==> src/rtl/serial_tx.sv <==
// serial_tx: 8N1 UART-style serializer. One start bit, eight data bits
// LSB first, one stop bit; each slot is held for CLKS_PER_BIT clocks.
module serial_tx #(
    parameter int CLKS_PER_BIT = 4
) (
    input  logic       clk,
    input  logic       R,
    input  logic [7:0] data,
    input  logic       load,
    output logic       ready,
    output logic       busy,
    output logic       tx,
    output logic       done
);

    typedef enum logic [1:0] {IDLE, START, DATA, STOP} state_t;

    localparam logic [7:0] LAST = 8'(CLKS_PER_BIT - 1);

    state_t     state, state_n;
    logic [7:0] shreg, shreg_n;
    logic [7:0] cnt, cnt_n;
    logic [2:0] idx, idx_n;
    logic       tx_n, done_n;
    logic       slot_end;

    assign slot_end = (cnt == LAST);
    assign ready    = (state == IDLE);
    assign busy     = ~ready;

    // Next-state and next-datapath values; tx is computed one cycle ahead
    // so the line itself always comes straight out of a flop.
    always_comb begin
        state_n = state;
        shreg_n = shreg;
        cnt_n   = slot_end ? 8'd0 : cnt + 8'd1;
        idx_n   = idx;
        tx_n    = tx;
        done_n  = 1'b0;
        case (state)
            IDLE: begin
                cnt_n = 8'd0;
                tx_n  = 1'b1;
                if (load) begin
                    shreg_n = data;
                    state_n = START;
                    tx_n    = 1'b0;
                end
            end
            START: begin
                if (slot_end) begin
                    state_n = DATA;
                    idx_n   = 3'd0;
                    tx_n    = shreg[0];
                end
            end
            DATA: begin
                if (slot_end) begin
                    shreg_n = {1'b0, shreg[7:1]};
                    idx_n   = idx + 3'd1;
                    if (idx == 3'd7) begin
                        state_n = STOP;
                        tx_n    = 1'b1;
                    end else begin
                        // Next slot shows the bit that is about to reach bit 0.
                        tx_n = shreg[1];
                    end
                end
            end
            STOP: begin
                if (slot_end) begin
                    state_n = IDLE;
                    tx_n    = 1'b1;
                    done_n  = 1'b1;
                end
            end
            default: begin
                state_n = IDLE;
                tx_n    = 1'b1;
            end
        endcase
    end

    // State and datapath registers; reset aborts any frame with the line high.
    always_ff @(posedge clk or posedge R) begin
        if (R) begin
            state <= IDLE;
            shreg <= 8'h00;
            cnt   <= 8'd0;
            idx   <= 3'd0;
            tx    <= 1'b1;
            done  <= 1'b0;
        end else begin
            state <= state_n;
            shreg <= shreg_n;
            cnt   <= cnt_n;
            idx   <= idx_n;
            tx    <= tx_n;
            done  <= done_n;
        end
    end

endmodule

==> config.mk <==
export PLATFORM = sky130hd
export DESIGN_NAME = serial_tx
export DESIGN_NICKNAME = d
export VERILOG_FILES = /design/src/rtl/serial_tx.sv
export SDC_FILE = /design/constraint.sdc
export NUM_CORES = 1
export LEC_CHECK = 0
export CAP_MARGIN = 20
export CORE_MARGIN = 2
export CORE_UTILIZATION = 58
export CTS_CLUSTER_DIAMETER = 150
export DETAILED_ROUTE_END_ITERATION = 8
export GPL_ROUTABILITY_DRIVEN = 0
export PLACE_DENSITY_LB_ADDON = 0.25
export SYNTH_ARGS = -nofsm -noshare
export SYNTH_HDL_FRONTEND = slang
export SYNTH_SLANG_ARGS = --single-unit
==> constraint.sdc <==
create_clock -name clk -period 4.6 [get_ports clk]
set_input_delay 1.38 -clock clk [delete_from_list [all_inputs] [get_ports clk]]
set_output_delay 1.38 -clock clk [all_outputs]
set_load 0.01 [all_outputs]
== Word-level counts from Yosys, hierarchy flattened ==
Cells that the tools add are included.

* Add/subtract/negate cells: 2
* Equality and inequality tests: 10
* Mux-type cells: 22
* Bitwise gates (word level): 1
* Reduce and logical (&&, ||, !) cells: 7

{| class="wikitable"
|+ Operator list
! operator !! count
|-
| $mux 8 || 4
|-
| $pmux 8 s2 || 1
|-
| $mux 2 || 5
|-
| $ne 2x2->1 const B || 5
|-
| $reduce_and 3->1 || 3
|-
| $add 8x1->8 const B || 1
|-
| $eq 8x2->1 const B || 1
|-
| $pmux 2 s4 || 1
|-
| $mux 1 || 7
|-
| $mux 3 || 2
|-
| $pmux 3 s2 || 1
|-
| $reduce_and 5->1 || 1
|-
| $eq 2x2->1 const B || 2
|-
| $pmux 1 s4 || 1
|-
| $reduce_bool 2->1 || 2
|-
| $add 3x1->3 const B || 1
|-
| $eq 3x3->1 const B || 1
|-
| $eq 2x1->1 const B || 1
|-
| $logic_not 2->1 || 1
|-
| $not 1->1 || 1
|}

* Register bits: 23
* Bits of input ports: 11
* Output and inout port bits: 4
* Logic and storage cells: 48

== Longest topological paths before layout ==
* Depth after elaboration: 4
* Gate-level depth with buffers: 7

== Least setup slack after synthesis ==
No wires, ideal clock.

* Kind: register to output
* Start point: register state[0]
* End point: output busy
* Data arrival time: 0.981 ns
* Setup slack: 2.239 ns
* Stages on the path, launching flop included: 5
* Path buffers: 1
* Path through: dfrtp_1 -> inv_1 -> ha_1 -> clkbuf_1 -> inv_1

* Cells in the longest elaborated chain, start to end: 2

{| class="wikitable"
|+ Ends and longest elaborated chain
! item !! line !! text
|-
| start, declared || 20 || <nowiki>state_t state, state_n;</nowiki>
|-
| start signal, assigned || 94 || <nowiki>state <= state_n;</nowiki>
|-
| $logic_not 2->1 || 28 || <nowiki>assign ready = (state == IDLE);</nowiki>
|-
| named net ready || 10 || <nowiki>output logic ready,</nowiki>
|-
| $not 1->1 || 29 || <nowiki>assign busy = ~ready;</nowiki>
|-
| end, declared || 11 || <nowiki>output logic busy,</nowiki>
|}

The timed path passes the listed nets, and every way through them passes these cells.

== Final worst setup path ==
* Start point: register state[0]
* End point: output ready

* Cells in the longest elaborated chain, start to end: 1

{| class="wikitable"
|+ Ends and longest elaborated chain
! item !! line
|-
| $logic_not 2->1 || 28
|-
| end, declared || 10
|}

Every way passes these cells.

==> results summary <==
The flow ran to the end, and the final reports show no timing, DRC or antenna violations. Summing all multi-input logic gate instances after layout gives 567 um^2. The clock tree root driver cell is sky130_fd_sc_hd__clkbuf_4.

The number of antenna diodes in the final layout is 0. The predominant post-synthesis flop cell is sky130_fd_sc_hd__dfrtp_1. The standard cell core area is 1960 um^2. The number of hold violations in the final report is 0. The initial antenna violation count was 0. The wire length on met2 came out at 1.22 mm. The actual transition at the worst max-transition pin came out at 0.853 ns. The max-slew violation count is 0.

The first global-routing pass estimated 4.22 mm of wire. STA classifies the critical path endpoint as an output pin. The total track usage is 22.6%.

The largest fanout on the critical path came out at 16. The mean number of vias per cell came out at 6.10. The largest individual stage delay along the critical path comes from the cell sky130_fd_sc_hd__clkdlybuf4s50_1.

The number of top-level pins came out at 15. The worst-case IR drop observed on VDD is 0.000543 V. In this run the tightest slew margin relative to its limit is 43.1%. The synthesized netlist occupies a cell area of 1200 um^2. Setup violations remaining at the end of the flow were counted as 0. The overflow left after global routing is 0. In the synthesized netlist, the cells that appear most often are 22 x sky130_fd_sc_hd__dfrtp_1, 14 x sky130_fd_sc_hd__o22ai_1, 9 x sky130_fd_sc_hd__nor3_1. OpenSTA, run right after detailed placement, puts the worst setup slack at 1.57 ns. The number of max-cap violations came out at 0. The vias after detailed routing is 940. The number of distinct library cells after synthesis came out at 34. Counting the buffers created by CTS gives 3. Once the floorplan was initialized, standard cells occupied 61.4% of the core. The clock insertion delay at the later pin of the skew report is 0.32 ns. For this design the static power due to leakage is 0.586 nW.

The total nets after synthesis came out at 133. The count of nets left with antenna violations once routing finished came out at 0. Yosys mapped a number of flops with a built-in enable equal to 0.

Together, buffers and inverters on the worst path number 2. Setup repair after global routing left no endpoint under its margin. The number of gates resized after CTS was 0. The arrival time of the worst setup path is 2.03 ns. The share of final-layout standard cells stronger than drive strength 1 came out at 7.87%. The highest metal layer carrying signal wires in the routed design is met4. In this run the post-CTS setup repair buffer count came out at 0. The die footprint is 2460 um^2. By instance count, the leading cell after synthesis is sky130_fd_sc_hd__dfrtp_1. The via count of the first global-routing pass came out at 928. The hold-fix buffer count after cts is 0. The sum of routed wire segments on met1 came out at 1.15 mm.

The cell taking the most area after synthesis is sky130_fd_sc_hd__dfrtp_1. The synthesis warning total came out at 0. The required time of the critical path is 3.22 ns. The longest clock path from root to sink contains 2 buffers. Port buffering added 14 buffers. Relative to the synthesized area, the layout overhead comes to 13.4%. The startpoint class of the critical path is a flop. The overall die width came out at 49.6 um. The signal on the critical path passes through inv_1, ha_1, clkdlybuf4s50_1. The share of the synthesized area in the top cell type came out at 45.7%.

The H-tree depth came out at 1. In this run the worst hold path is classified as reg2reg. The final-stage net count is 146. In the routed design, unresolved DRC markers number 0. The async set or reset register ratio after synthesis is 100%.

On the final layout, the worst clock skew is 0.00697 ns. The CTS clock-pin slew for the worst setup and hold paths is 0.13 ns. The initial detailed-routing violation count came out at 20. The worst path needs 3.41 ns of the cycle, external delays included.

The routed length on met3 came out at 83 um. The mean routed wirelength per cell came out at 16.3 um. Synthesis inferred 23 register bits. On the worst path, the slowest cell contributes a delay of 0.64 ns. The worst-case register-to-register setup slack came out at 2.34 ns. The kind of cell with the highest combined delay on the critical path is buffers and inverters. Entering global routing, the biggest net connects 24 pins. Once routing completed, OpenROAD measured the worst setup slack at 1.19 ns. The kind of critical path is reg2out. The clock drives 23 sinks. The setup TNS after final layout came out at 0 ns. The post-DP HPWL came out at 1.77 mm. The final clock period utilization by the worst path is 74.0%. The final routed wirelength across all metal layers came out at 2.51 mm. The fraction of the yosys area taken by sequential cells is 47.9%. The maximum achievable frequency is 0.294 GHz. For this design the ratio of total power to cell area is 655 nW/um^2.

The filler cell count in the final layout is 163. The sequential standard cell area came out at 577 um^2. The instance count of the mapped netlist came out at 115.

After synthesis, the cell types taking the most area are sky130_fd_sc_hd__dfrtp_1 46%, sky130_fd_sc_hd__ha_1 7.3%, sky130_fd_sc_hd__o22ai_1 7.3%, sky130_fd_sc_hd__nor3_1 3.7%, sky130_fd_sc_hd__a21oi_1 2.9%. The number of iterations in the first detailed-routing pass came out at 4. From bottom edge to top edge, the die measures 49.6 um.

The total number of placement rows is 16. The mean post-synth cell area came out at 10.5 um^2. TritonCTS built the clock tree.
## layer usage
layer	global-route usage (%)	vias to the layer above
met3	2.73	7
li1	-	449
met1	29.0	466
met2	38.7	18
met4	9.26	0
met5	0	-
## where the power goes
| part | internal (mW) | switching, mW | leakage [nW] | total, mW |
|---|---|---|---|---|
| clock | 0.0340 | 0.0633 | 0.0150 | 0.0973 |
| combinational | 0.209 | 0.246 | 0.283 | 0.455 |
| sequential | 0.282 | 0.0600 | 0.288 | 0.342 |
| total | 0.525 | 0.369 | 0.586 | 0.894 |
## flip-flops by register name, summed over array words and instances, names as in the netlist
name / flops
cnt: 8
done: 1
idx: 3
shreg: 8
state: 2
tx: 1
## cell type report
type	count	share of cell area, %
Clock buffer	4	1.92
Inverter	6	1.65
Multi-Input combinational cell	80	41.5
Sequential cell	23	42.2
Tap cell	27	2.47
Timing Repair Buffer	14	10.3
## final timing paths
kind                                      start                    to  depth (start not counted)
max in group asynchronous                     R      cnt[3]$_DFF_PP0_                          2
max reg2reg                state[0]$_DFFE_PP0P_  shreg[3]$_DFFE_PP0P_                          6
min reg2reg                    cnt[0]$_DFF_PP0_      cnt[0]$_DFF_PP0_                          1
min in group asynchronous                     R  shreg[2]$_DFFE_PP0P_                          2
max                        state[0]$_DFFE_PP0P_                 ready                          3
min                            cnt[0]$_DFF_PP0_      cnt[0]$_DFF_PP0_                          1
## layout by cell type, fill, tap and decap left out, drive strengths merged, types with 2 or more instances in the layout
cell type,Yosys,layout
clkbuf,2,4
ha,7,7
nand3,5,5
o21ai,3,3
xnor2,3,3
dfrtp,22,22
a2bb2oi,2,2
mux2,2,2
nor3,9,9
o22ai,14,14
and3,2,2
xor2,3,3
clkdlybuf4s50,0,14
a32o,2,2
nand2,6,6
inv,6,6
a21oi,7,7
nor2,4,4
## stage by stage
stage	utilization [%]	total power, mW	hold WS, ns	area (um^2)	instances
3_5_place_dp	68.3	0.797	0.461	1340	150
6_report	69.6	0.894	0.480	1370	154
2_1_floorplan	-	0.689	0.435	1200	115
5_1_grt	69.6	0.961	0.487	1370	154
4_1_cts	69.6	0.893	0.478	1370	154
3_3_place_gp	68.3	0.768	0.453	1340	150
## cells by family after synthesis
family / count (synthesis) / share of synthesized area, %
AO/OA/AOI/OAI: 34 / 19.0
adder cells (fa/ha/maj): 7 / 7.27
XOR/XNOR: 6 / 4.36
buffers and inverters: 12 / 5.09
AND/OR/NAND/NOR: 31 / 14.5
flip-flops: 23 / 47.9
multiplexers: 2 / 1.87
Note: power is estimated with default switching activity, not from simulation.
